$ cat config.mk
export PLATFORM = sky130hd
export DESIGN_NAME = rat_io_responder
export DESIGN_NICKNAME = d
export VERILOG_FILES = /design/src/rtl/rat_io_pkg.sv /design/src/rtl/rat_io_fifo.sv /design/src/rtl/rat_io_responder.sv
export SDC_FILE = /design/constraint.sdc
export NUM_CORES = 1
export LEC_CHECK = 0
export ABC_CLOCK_PERIOD_IN_PS = 3200
export CAP_MARGIN = 30
export CORE_MARGIN = 2
export CORE_UTILIZATION = 36
export CTS_CLUSTER_DIAMETER = 80
export CTS_CLUSTER_SIZE = 30
export DETAILED_ROUTE_END_ITERATION = 8
export GPL_ROUTABILITY_DRIVEN = 0
export GPL_TIMING_DRIVEN = 0
export SETUP_SLACK_MARGIN = 0.2
export SYNTH_ARGS = -nofsm -noshare
export SYNTH_HDL_FRONTEND = slang
export SYNTH_SLANG_ARGS = --single-unit
$ cat constraint.sdc
create_clock -name CLK -period 3.2 [get_ports CLK]
set_input_delay 0.64 -clock CLK [delete_from_list [all_inputs] [get_ports CLK]]
set_output_delay 0.64 -clock CLK [all_outputs]
set_load 0.005 [all_outputs]
$ cat src/rtl/rat_io_pkg.sv
// rtl/rat_io_pkg.sv - port map, CTRL/STATUS bit positions and shared types for the RAT I/O responder
package rat_io_pkg;

  typedef logic [7:0] io_port_t;

  localparam io_port_t PORT_SW     = 8'h20;
  localparam io_port_t PORT_RXDATA = 8'h21;
  localparam io_port_t PORT_STATUS = 8'h22;
  localparam io_port_t PORT_CTRL   = 8'h23;
  localparam io_port_t PORT_LEDS   = 8'h40;
  localparam io_port_t PORT_SSEG   = 8'h81;

  localparam int CTRL_IE      = 0;
  localparam int CTRL_CLR_OVF = 1;
  localparam int CTRL_POP     = 2;

  localparam int STAT_EMPTY = 1;
  localparam int STAT_FULL  = 2;
  localparam int STAT_IE    = 3;
  localparam int STAT_OVF   = 4;

  function automatic io_port_t status_byte(input logic ovf, input logic ie,
                                           input logic full, input logic empty);
    io_port_t s;
    s             = '0;
    s[STAT_EMPTY] = empty;
    s[STAT_FULL]  = full;
    s[STAT_IE]    = ie;
    s[STAT_OVF]   = ovf;
    return s;
  endfunction

endpackage

$ cat src/rtl/rat_io_fifo.sv
// rtl/rat_io_fifo.sv - RX byte FIFO with wrapping pointers and an explicit occupancy count
module rat_io_fifo #(
  parameter int DEPTH = 8,
  parameter int WIDTH = 8
) (
  input  logic                   clk,
  input  logic                   rst_n,
  input  logic                   push,
  input  logic                   pop,
  input  logic [WIDTH-1:0]       din,
  output logic [WIDTH-1:0]       dout,
  output logic                   empty,
  output logic                   full,
  output logic [$clog2(DEPTH):0] count
);

  localparam int AW = $clog2(DEPTH);
  localparam int CW = AW + 1;

  logic [WIDTH-1:0] mem [DEPTH];
  logic [AW-1:0]    wr_ptr;
  logic [AW-1:0]    rd_ptr;
  logic             do_push;
  logic             do_pop;

  // Guarded locally so a stray pop on empty or push on full never moves a pointer
  assign do_push = push & ~full;
  assign do_pop  = pop & ~empty;

  assign empty = (count == '0);
  assign full  = (count == CW'(DEPTH));
  assign dout  = mem[rd_ptr];

  always_ff @(posedge clk or negedge rst_n) begin
    if (!rst_n) begin
      wr_ptr <= '0;
      rd_ptr <= '0;
      count  <= '0;
    end else begin
      if (do_push) wr_ptr <= wr_ptr + AW'(1);
      if (do_pop)  rd_ptr <= rd_ptr + AW'(1);
      count <= count + CW'(do_push) - CW'(do_pop);
    end
  end

  always_ff @(posedge clk) begin
    if (do_push) mem[wr_ptr] <= din;
  end

endmodule

$ cat src/rtl/rat_io_responder.sv
// rtl/rat_io_responder.sv - RAT MCU port-bus responder: output registers, read mux, RX FIFO and interrupt
module rat_io_responder
  import rat_io_pkg::*;
#(
  parameter int FIFO_DEPTH = 8
) (
  input  logic       CLK,
  input  logic       RESET_N,
  input  logic [7:0] PORT_ID,
  input  logic [7:0] OUT_PORT,
  input  logic       IO_STRB,
  output logic [7:0] IN_PORT,
  output logic       INTR,
  input  logic [7:0] SWITCHES,
  input  logic [7:0] RX_DATA,
  input  logic       RX_VALID,
  output logic       RX_READY,
  output logic [7:0] LEDS,
  output logic [7:0] SSEG
);

  localparam int CW = $clog2(FIFO_DEPTH) + 1;

  logic          fifo_push;
  logic          fifo_pop;
  logic [7:0]    fifo_dout;
  logic          fifo_empty;
  logic          fifo_full;
  logic [CW-1:0] fifo_count;
  logic [CW-1:0] count_next;

  logic wr_ctrl;
  logic ie;
  logic ie_next;
  logic ovf;
  logic ovf_next;
  logic empty_next;

  rat_io_fifo #(
    .DEPTH(FIFO_DEPTH),
    .WIDTH(8)
  ) u_fifo (
    .clk  (CLK),
    .rst_n(RESET_N),
    .push (fifo_push),
    .pop  (fifo_pop),
    .din  (RX_DATA),
    .dout (fifo_dout),
    .empty(fifo_empty),
    .full (fifo_full),
    .count(fifo_count)
  );

  assign RX_READY  = ~fifo_full;
  assign wr_ctrl   = IO_STRB & (PORT_ID == PORT_CTRL);
  assign fifo_push = RX_VALID & ~fifo_full;
  assign fifo_pop  = wr_ctrl & OUT_PORT[CTRL_POP] & ~fifo_empty;

  // A byte arriving while full is dropped and flagged; the set beats a same-cycle clear
  assign ovf_next   = (RX_VALID & fifo_full) | (ovf & ~(wr_ctrl & OUT_PORT[CTRL_CLR_OVF]));
  assign ie_next    = wr_ctrl ? OUT_PORT[CTRL_IE] : ie;
  assign count_next = fifo_count + CW'(fifo_push) - CW'(fifo_pop);
  assign empty_next = (count_next == '0);

  always_ff @(posedge CLK or negedge RESET_N) begin
    if (!RESET_N) begin
      LEDS <= '0;
      SSEG <= '0;
      ie   <= 1'b0;
      ovf  <= 1'b0;
      INTR <= 1'b0;
    end else begin
      if (IO_STRB && PORT_ID == PORT_LEDS) LEDS <= OUT_PORT;
      if (IO_STRB && PORT_ID == PORT_SSEG) SSEG <= OUT_PORT;
      ie   <= ie_next;
      ovf  <= ovf_next;
      INTR <= ie_next & (~empty_next | ovf_next);
    end
  end

  // Reads are side-effect free; the head byte is masked to zero when nothing is queued
  always_comb begin
    IN_PORT = '0;
    case (PORT_ID)
      PORT_SW:     IN_PORT = SWITCHES;
      PORT_RXDATA: IN_PORT = fifo_empty ? 8'h00 : fifo_dout;
      PORT_STATUS: IN_PORT = status_byte(ovf, ie, fifo_full, fifo_empty);
      default:     IN_PORT = '0;
    endcase
  end

endmodule

# Word-level counts from Yosys, hierarchy flattened
# Memory sizes are Yosys's and may differ from the RTL's.
# Cells that the tools add are included.
# word_totals
ff_bits	29
mem_bits_rw	64
inputBits	36
out_inout_bits	26
wordCells	47
mem_count	1
# classes
add_sub_neg	6
eq_ne	7
n_mux	5
bitwise	16
reduce_logical	4
# memory_table
memory	words	width	rd	rd_ports_with_merged_regs	write_ports	line_no	source
u_fifo.mem	8	8	1	0	1	rat_io_fifo.sv:20	logic [WIDTH-1:0] mem [DEPTH];
# op_table
cell	count
$eq 8x6->1 const B	4
$pmux 8 s3	1
$and 1x1->1	10
$add 4x1->4	2
$eq 8x7->1 const B	1
$eq 8x8->1 const B	1
$logic_not 4->1	2
$mux 8	1
$sub 4x1->4	2
$add 3x1->3 const B	2
$eq 4x4->1 const B	1
$not 1->1	4
$mux 1	3
$logic_and 1x1->1	2
$or 1x1->1	2

# Longest topological paths before layout
# Gate-level depths: netlist (run 1).
# depth
depth_word	9
ltp_mapped	12
mapped_depth_nobuf	12

# By module
# Synthesis (run 1) repeated with hierarchy kept, for this count alone.
# unflattened
cells_unflattened	235
area_unflattened_um2	4155.2
# modules_own_cells
mod	n_inst	cells_per_inst	area_per_inst_um2	seq_area_each_um2
rat_io_fifo	1	150	3067.9	2172.1
rat_io_responder	1	85	1087.3	475.5

# Worst setup path before layout (run 1)
# OpenSTA, ideal clock, no wires.
# synth_timing
kind	input to register
startpoint	input PORT_ID[4]
endpoint	register INTR
setup_ns	0.124
arrival_ns	2.701
required_time_ns	3.076
slack_ns	0.375
stages	11
path_buffers	0
path_cell_list	nor4b_1 nand2_1 nor3_1 ha_1 inv_1 ha_1 inv_1 fa_1 xor2_1 nand3b_1 o31a_1
# synth_between
elab_chain_len	9
elab_cells_between_ends	14
cone_classes	add/sub: 1; eq/ne: 1; mux: 1; bitwise: 10; reduce/logical: 1
# synth_lines
item	line_no	source
from (decl)	rat_io_responder.sv:9	input logic [7:0] PORT_ID,
$eq 8x6->1 *	rat_io_responder.sv:55	assign wr_ctrl = IO_STRB & (PORT_ID == PORT_CTRL);
$and 1x1->1 *	rat_io_responder.sv:55	
$and 1x1->1 (2 in series)	rat_io_responder.sv:57	assign fifo_pop = wr_ctrl & OUT_PORT[CTRL_POP] & ~fifo_empty;
$sub 4x1->4	rat_io_responder.sv:62	assign count_next = fifo_count + CW'(fifo_push) - CW'(fifo_pop);
$logic_not 4->1	rat_io_responder.sv:63	assign empty_next = (count_next == '0);
$not 1->1	rat_io_responder.sv:77	INTR <= ie_next & (~empty_next | ovf_next);
$or 1x1->1	rat_io_responder.sv:77	
$and 1x1->1 *	rat_io_responder.sv:77	
to (signal assigned)	rat_io_responder.sv:77	
to (decl)	rat_io_responder.sv:13	output logic INTR,
# Every way passes the cells marked *; elsewhere a longest branch is shown, timed or not.
# A chain may end at the register's enable or synchronous reset.

# Final worst setup path (run 1)
# layout_timing
startpoint	input PORT_ID[3]
endpoint	output IN_PORT[0]
# layout_between
elab_chain_len	2
elab_cells_between_ends	4
cone_classes	eq/ne: 3; mux: 1
# layout_lines
item	line_no	source
$eq 8x6->1	rat_io_responder.sv:84	case (PORT_ID)
$pmux 8 s3 *	rat_io_responder.sv:84	
to (decl)	rat_io_responder.sv:12	output logic [7:0] IN_PORT,
# Marks and branches as above.

==> results.yml, run 1 <==
drt:
  via_per_inst: 4.93
  drt_iter0_drc: 77
  wirelength_mm: 8.19
  ant_nets: 0
  wire_per_inst_um: 17.9
  first_pass_iters: 4
  drc: 0
  vias: 2263
synth:
  synthTopCellsByArea: "edfxtp_1 (48%), dfrtp_1 (18%), mux4_2 (8.9%), mux2_2 (5.3%), ha_1 (3.4%)"
  synth_warnings: 0
  synth.cell_area_sq_um: 4030
  synth_area_per_cell_sq_um: 17.0
  yosysSeqAreaShare_pct: 65.7
  synth_nets: 286
  post-synth-top-area-cell: "edfxtp_1"
  yosys.area.top_type_share_pct: 47.7
  ys_ff_latch: 93
  yosys.cell_types.count: 38
  synth_cells: 237
power:
  ir_drop_mv: 0.236
  power_density_nw_per_um2: 591
  power_leakage_nw: 1.95
sta:
  rsz0062_at_grt: "yes"
  drv_slew: 0
  timing_worst_slew_pin_value_ns: 0.896
  finalSetupViolCount: 0
  finalCritPeriodShare_pct: 91.2
  hold-worst-slack_ns: 0.509
  slew_headroom_pct: 40.0
  fmax_mhz: 343
  fin_skew_ns: 0.00514
  period_needed_ns: 2.92
  hold_violations: 0
worst_setup_path:
  timing_worst_setup_path_type: "primary input to output port"
  path_max_fanout: 6
  critPathLaunchType: "primary input"
  cp-end-kind: "output port"
  crit_arrival_ns: 2.28
  cpPeakStageDelay_ns: 0.41
  cp_slowest_cell: "or3_4"
  required_ns: 2.56
  crit_chain: "dlygate4sd2_1, or3_4, or3_1, clkbuf_8, o21ai_0, clkdlybuf4s15_1"
finish:
  post-route-util_pct: 47.8
  areaGrowthSynthToFinish_pct: 29.3
  drive_gt1_share_pct: 28.5
  nNetsFinal: 363
  layout_common_cells: "edfxtp_1 (64), clkdlybuf4s50_1 (45), dfrtp_1 (29), mux2_2 (19), mux4_2 (16)"
  mostFrequentLayoutCell: "edfxtp_1"
  final_cell_area_sq_um: 5210
  diodes: 0
clocking:
  cts_sinks: 93
  clkLatencyLatePin_ns: 0.36
  cts_max_level: 3
  root_buffer: "clkbuf_8"
  clockBufferDepth: 2
  cts_tree: "done"
  clk_pin_slew_worst_paths_ns: 0.08
  cts_inserted_buffers: 9
floorplan:
  die-area_sq_um: 12000
  rows: 38
  core_sq_um: 10900
  initial_utilization_pct: 37.0
  ios: 62
  die_h_um: 110
  die_w_um: 110
global_route:
  antenna_found_initial: 0
  grt_max_degree: 20
  grt_pass1_wl_mm: 12.6
  gr-total-overflow: 0
  first_global_vias: 2394
  grt_util_all_layers_pct: 14.8
run:
  cap_viol_max_count: 0
place:
  portBuffers: 59
  dpl_cell_area_sq_um: 4830
  dpl.hpwl_mm: 5.62
outcome:
  outcome: "finished clean"
worst_hold_path:
  min_path_type: "flop to flop"
cell type report:
cell class | count | area, sq um
fillers | 940 | 5680
flip-flops and latches | 93 | 2650
multi-input cells | 123 | 1410
repair buffers | 66 | 643
well taps | 140 | 175
clock buffers | 9 | 124
clock inverters | 7 | 98.8
plain buffers | 9 | 65.1
inverters | 12 | 45.0
flip-flops by register name (all words and copies together) (netlist names):
register / count
LEDS: 8
u_fifo.rd_ptr: 3
INTR: 1
ovf: 1
SSEG: 8
u_fifo.count: 4
u_fifo.wr_ptr: 3
u_fifo.mem: 64
ie: 1
cell usage after synthesis (all sizes together):
master and number:
a21o 2, a21oi 2, a22o 1, and2 1, and3 2, buf 4
clkbuf 5, dfrtp 29, edfxtp 64, fa 2, ha 11, inv 12
mux2 19, mux2i 12, mux4 16, nand2 10, nand2b 3, nand3 2
nand3b 1, nand4 1, nand4b 1, nor2 7, nor3 6, nor4b 2
nor4bb 1, o21ai 4, o22ai 4, o31a 1, or3 2, or4 1
or4b 1, xnor2 2, xor2 6
cells by family (layout without fill, tap and decap cells):
kind of cell,count (synthesis),count (layout),synth area share (%)
DFF,93,93,65.7
muxes,47,47,17.2
and+or+nand+nor,41,41,6.49
buffers and inverters,21,103,2.21
AOI/OAI and AO/OA,14,14,2.17
adders and majority gates,13,13,4.41
xor gates and xnor gates,8,8,1.74
power by group:
part	switching [W]	internal, W
Combinational	0.000349	0.000292
Clock	0.000427	0.000444
Sequential	0.0000800	0.00149
Total	0.000855	0.00222
worst paths after layout:
check,start,to,slack [ns],cells past startpoint
worst max-delay path,PORT_ID[3],IN_PORT[0],0.28,6
worst min-delay path,SSEG[6],SSEG[6],0.51,1
worst max register to register,u_fifo.count[2],u_fifo.mem[3][5],0.60,8
worst min register to register,SSEG[6],SSEG[6],0.51,1
max in group asynchronous,RESET_N,u_fifo.wr_ptr[2],2.04,2
min in group asynchronous,RESET_N,SSEG[4],0.65,1
timing repair:
item                       in CTS  in global routing
setup endpoints to repair      12                  8
pin swaps                       2                  1
buffers inserted                6                  0
gates resized for setup        70                  2
hold buffers                    0                  0
worst max-delay path: cells and delay by family:
kind	cells	cell delay [ns]
buffers and inverters	3	0.68
AND/OR/NAND/NOR	2	0.79
AO/OA/AOI/OAI	1	0.16
routing by layer:
| metal | share of wire (%) | GRT usage (%) | up-vias | routed length, um |
|---|---|---|---|---|
| met5 | 0 | 0 | - | 0 |
| met4 | 1.2 | 4.34 | 0 | 102 |
| met3 | 4.4 | 4.27 | 6 | 362 |
| met2 | 51 | 24.7 | 44 | 4200 |
| met1 | 43 | 18.8 | 1148 | 3530 |
| li1 | - | - | 1065 | - |
metrics by stage:
step,total power [W],TNS [ns],worst slack (ns),cells
floorplan,0.00198,0,0.375,237
global placement,0.00219,-9.22,-0.703,436
detailed placement,0.00223,-7.43,-0.738,437
CTS,0.00311,0,0.207,459
global route,0.00326,0,0.101,459
finish,0.00308,0,0.281,459
Power figures use the tool's default switching activity.
==> inputs of run 2 (changes only) <==
--- a/config.mk
+++ b/config.mk
@@ -7,7 +7,6 @@
 export LEC_CHECK = 0
 export ABC_CLOCK_PERIOD_IN_PS = 3200
 export CAP_MARGIN = 30
-export CORE_MARGIN = 2
 export CORE_UTILIZATION = 36
 export CTS_CLUSTER_DIAMETER = 80
 export CTS_CLUSTER_SIZE = 30
==> run 2 against run 1 <==
Via count about the same; combinational power shrank 2%; routed wire length is 1.9% lower; largest power group unchanged; non-clock buffer count fell by 3; global-route usage grew 0.21 points; utilization down 1.2 points; maximum frequency shrank 1.1%; register-to-register slack worse by 0.02 ns; cell count fell by 0.65%.
==> results.yml, run 2 (synthesis gave the netlist of run 1 again) <==
sta:
  slew_headroom_pct: 37.9
  hold_violations: 0
  hold-worst-slack_ns: 0.313
  setup_tns_ns: 0
  period_needed_ns: 2.95
  layout_setup_ws_ns: 0.250
  timing_worst_slew_pin_value_ns: 0.928
  drv_slew: 0
  finalCritPeriodShare_pct: 92.2
  fin_skew_ns: 0.0110
  fmax_mhz: 339
  rsz0062_at_grt: "yes"
  finalSetupViolCount: 0
clocking:
  clockBufferDepth: 2
  cts_sinks: 93
  cts_tree: "done"
  clk_pin_slew_worst_paths_ns: 0.09
  cts_inserted_buffers: 9
  clkLatencyLatePin_ns: 0.36
  root_buffer: "clkbuf_8"
  cts_max_level: 3
run:
  cap_viol_max_count: 0
worst_setup_path:
  cp-end-kind: "flop"
  timing_worst_setup_path_type: "primary input to flop"
  critPathLaunchType: "primary input"
  path_max_fanout: 3
  crit_arrival_ns: 3.20
  required_ns: 3.45
floorplan:
  initial_utilization_pct: 37.0
  rows: 38
  die-area_sq_um: 11600
  ios: 62
  core_sq_um: 10900
  die_w_um: 108
  die_h_um: 108
power:
  power_density_nw_per_um2: 568
  power_w: 0.00289
  ir_drop_mv: 0.223
  power_leakage_nw: 1.92
finish:
  largest_register_ffs: 64
  drive_gt1_share_pct: 27.2
  fillCellCount: 969
  areaGrowthSynthToFinish_pct: 26.2
  mostFrequentLayoutCell: "edfxtp_1"
  post-route-util_pct: 46.7
  nNetsFinal: 360
  top_regs: "u_fifo.mem (64), LEDS (8), SSEG (8)"
  regMostFlops: "u_fifo.mem"
  layout_common_cells: "edfxtp_1 (64), clkdlybuf4s50_1 (44), dfrtp_1 (29), mux2_2 (19), mux4_2 (16)"
  diodes: 0
drt:
  wirelength_mm: 8.04
  vias: 2264
  ant_nets: 0
  drt_iter0_drc: 120
  first_pass_iters: 4
  via_per_inst: 4.96
  wire_per_inst_um: 17.6
  drc: 0
global_route:
  grt_util_all_layers_pct: 15.0
  gr-total-overflow: 0
  grt_pass1_wl_mm: 12.6
  grt_max_degree: 30
  first_global_vias: 2415
  antenna_found_initial: 0
outcome:
  outcome: "finished clean"
place:
  dpl.hpwl_mm: 5.51
  portBuffers: 59
  post-place-ws_ns: -0.680
worst_hold_path:
  min_path_type: "primary input to async pin"
## run 2: cell types whose count changed in the layout (fill, tap and decap cells not counted), sizes merged, moves of 2 or more
cell | before | now
buf | 18 | 15
bufinv | 2 | 0
clkbuf | 14 | 16
dlygate4sd2 | 2 | 0
dlymetal6s2s | 0 | 2
## run 2: repair_timing
item	4_1_cts	5_1_grt
pin swaps	5	1
endpoints found under the setup margin	12	12
gates resized for setup	64	7
hold buffers	0	0
gates cloned	0	0
buffers inserted	3	0
## run 2: cell type report
class | count | area [sq um] | area share [%]
Buffer | 9 | 68.8 | 1.35
Clock buffer | 11 | 131 | 2.59
Clock inverter | 5 | 35.0 | 0.689
Inverter | 12 | 45.0 | 0.886
Multi-Input combinational cell | 123 | 1380 | 27.2
Sequential cell | 93 | 2650 | 52.1
Tap cell | 140 | 175 | 3.45
Timing Repair Buffer | 63 | 596 | 11.7
## run 2: report_power, final
part | total [W] | internal, W | leakage [nW] | switching (W)
clock | 0.000697 | 0.000287 | 0.0857 | 0.000411
combinational | 0.000626 | 0.000287 | 0.868 | 0.000339
sequential | 0.00156 | 0.00149 | 0.963 | 0.0000781
total | 0.00289 | 0.00206 | 1.92 | 0.000827
## run 2: per-layer routing
layer	share of wire (%)	global-route usage [%]
met2	50	24.6
met3	3.4	2.72
met5	0	0
met4	1.8	7.83
met1	45	18.9
## run 2: worst max-delay path: stages
cell and delay [ns]:
clkdlybuf4s50_1 0.50, nor4bb_4 0.34, nand2_1 0.11, nor3_1 0.18, ha_1 0.26, inv_1 0.06, ha_1 0.15, inv_1 0.05
fa_1 0.37, xor2_1 0.14, nand3b_1 0.10, o31a_1 0.28
## run 2: worst paths after layout
| kind | startpoint | end | slack (ns) | depth (start not counted) |
|---|---|---|---|---|
| worst max-delay path | IO_STRB | INTR | 0.25 | 12 |
| worst min-delay path | RESET_N | LEDS[7] | 0.31 | 1 |
| worst max register to register | u_fifo.count[2] | u_fifo.mem[7][5] | 0.58 | 8 |
| worst min register to register | LEDS[6] | LEDS[6] | 0.51 | 1 |
| max in group asynchronous | RESET_N | u_fifo.count[1] | 2.45 | 1 |
| min in group CLK | LEDS[6] | LEDS[6] | 0.51 | 1 |
## run 2: metrics by stage
step	area [sq um]	instances
CTS	5050	456
detailed placement	4800	437
floorplan	4030	237
global placement	4790	436
global route	5080	456
finish	5080	456
==> inputs of run 3 (changes only) <==
--- a/config.mk
+++ b/config.mk
@@ -13,6 +13,7 @@
 export DETAILED_ROUTE_END_ITERATION = 8
 export GPL_ROUTABILITY_DRIVEN = 0
 export GPL_TIMING_DRIVEN = 0
+export MAX_ROUTING_LAYER = met4
 export SETUP_SLACK_MARGIN = 0.2
 export SYNTH_ARGS = -nofsm -noshare
 export SYNTH_HDL_FRONTEND = slang
==> run 3 against run 2 <==
Cell count is the same; first-iteration DRC count shrank 3.3%; register-to-register slack lost 0.02 ns; worst setup slack lost 0.0028 ns; combinational power is essentially flat; critical endpoint unchanged; largest cell class unchanged; largest power group unchanged.
==> results.yml, run 3 (synthesis gave the netlist of run 1 again) <==
worst_setup_path:
  cp-end-kind: "flop"
  timing_worst_setup_path_type: "primary input to flop"
  cpPeakStageDelay_ns: 0.50
  reg2reg_depth: 8
  path_max_fanout: 3
  crit_arrival_ns: 3.20
  required_ns: 3.45
  critPathLaunchType: "primary input"
  cp_slowest_cell: "clkdlybuf4s50_1"
  crit_family: "adder cells"
  path_depth: 12
  crit_chain: "clkdlybuf4s50_1, nor4bb_4, nand2_1, nor3_1, ha_1, inv_1, ha_1, inv_1, fa_1, xor2_1, nand3b_1, o31a_1"
  path_buf_inv: 3
sta:
  hold_violations: 0
  slew_headroom_pct: 36.2
  drv_slew: 0
  timing_worst_slew_pin_value_ns: 0.954
  fmax_mhz: 339
  rsz0062_at_grt: "yes"
  finalSetupViolCount: 0
  layout_setup_ws_ns: 0.247
  setup_tns_ns: 0
  hold-worst-slack_ns: 0.315
  fin_skew_ns: 0.00942
  period_needed_ns: 2.95
  finalCritPeriodShare_pct: 92.3
outcome:
  outcome: "finished clean"
finish:
  final_cell_area_sq_um: 5080
  areaGrowthSynthToFinish_pct: 26.1
  layout_common_cells: "edfxtp_1 (64), clkdlybuf4s50_1 (44), dfrtp_1 (29), mux2_2 (19), mux4_2 (16)"
  diodes: 0
  nNetsFinal: 360
  regMostFlops: "u_fifo.mem"
  top_regs: "u_fifo.mem (64), LEDS (8), SSEG (8)"
  drive_gt1_share_pct: 26.6
  mostFrequentLayoutCell: "edfxtp_1"
  fillCellCount: 970
  largest_register_ffs: 64
power:
  ir_drop_mv: 0.224
  power_leakage_nw: 1.91
  power_density_nw_per_um2: 568
clocking:
  cts_sinks: 93
  cts_inserted_buffers: 9
  cts_max_level: 3
  cts_tree: "done"
  clockBufferDepth: 2
  clk_pin_slew_worst_paths_ns: 0.09
  clkLatencyLatePin_ns: 0.36
  root_buffer: "clkbuf_8"
floorplan:
  core_sq_um: 10900
  die_w_um: 108
  initial_utilization_pct: 37.0
  rows: 38
  die-area_sq_um: 11600
  ios: 62
  die_h_um: 108
drt:
  via_per_inst: 4.98
  ant_nets: 0
  wirelength_mm: 8.00
  vias: 2270
  wire_per_inst_um: 17.5
  first_pass_iters: 4
  drt_iter0_drc: 116
  drc: 0
place:
  portBuffers: 59
  dpl_cell_area_sq_um: 4800
  dpl.hpwl_mm: 5.51
  post-place-ws_ns: -0.680
run:
  cap_viol_max_count: 0
global_route:
  gr-total-overflow: 0
  grt_util_all_layers_pct: 15.5
  grt_max_degree: 30
  grt_pass1_wl_mm: 12.6
  antenna_found_initial: 0
  first_global_vias: 2408
worst_hold_path:
  min_path_type: "primary input to async pin"
-- run 3: cell counts in the layout (fill, tap and decap cells not counted) --
No cell type changed its count.
-- run 3: path summary, 6_finish.rpt --
| kind | from | to | slack (ns) |
|---|---|---|---|
| max in group asynchronous | RESET_N | u_fifo.count[1] | 2.44 |
| min in group CLK | LEDS[6] | LEDS[6] | 0.51 |
| max | IO_STRB | INTR | 0.25 |
| max reg2reg | u_fifo.count[2] | u_fifo.mem[7][5] | 0.56 |
| min | RESET_N | LEDS[7] | 0.31 |
| min reg2reg | LEDS[6] | LEDS[6] | 0.51 |
-- run 3: per-stage QoR --
step,power [W],utilization (%),instances
finish,0.00288,46.6,456
CTS,0.00291,46.4,456
global placement,0.00219,44.0,436
detailed placement,0.00222,44.1,437
floorplan,0.00198,-,237
global route,0.00304,46.6,456
-- run 3: cell type report --
class | instances | area, sq um | share of cell area, %
Clock inverter | 5 | 35.0 | 0.690
Timing Repair Buffer | 63 | 596 | 11.7
Inverter | 12 | 45.0 | 0.887
Sequential cell | 93 | 2650 | 52.1
Clock buffer | 11 | 131 | 2.59
Buffer | 9 | 72.6 | 1.43
Multi-Input combinational cell | 123 | 1380 | 27.1
Tap cell | 140 | 175 | 3.45
-- run 3: what timing repair did --
| action | 4_1_cts | 5_1_grt |
|---|---|---|
| gates resized for setup | 64 | 6 |
| cloned | 0 | 0 |
| buffers inserted | 3 | 0 |
| hold buffers | 0 | 0 |
| endpoints found under the setup margin | 12 | 12 |
| pin swaps | 5 | 1 |
-- run 3: power by group --
group          leakage, nW  switching [W]  internal [W]  total, W
logic                0.864       0.000338      0.000286  0.000624
registers            0.963      0.0000788       0.00149   0.00156
clock network       0.0857       0.000410      0.000287  0.000697
total                 1.91       0.000827       0.00206   0.00288
-- run 3: metal layers --
metal	GRT usage, %	up-vias	wire [um]
met2	24.5	47	3950
li1	-	1052	-
met4	7.83	0	222
met5	-	-	0
met1	19.0	1155	3580
met3	2.91	16	248
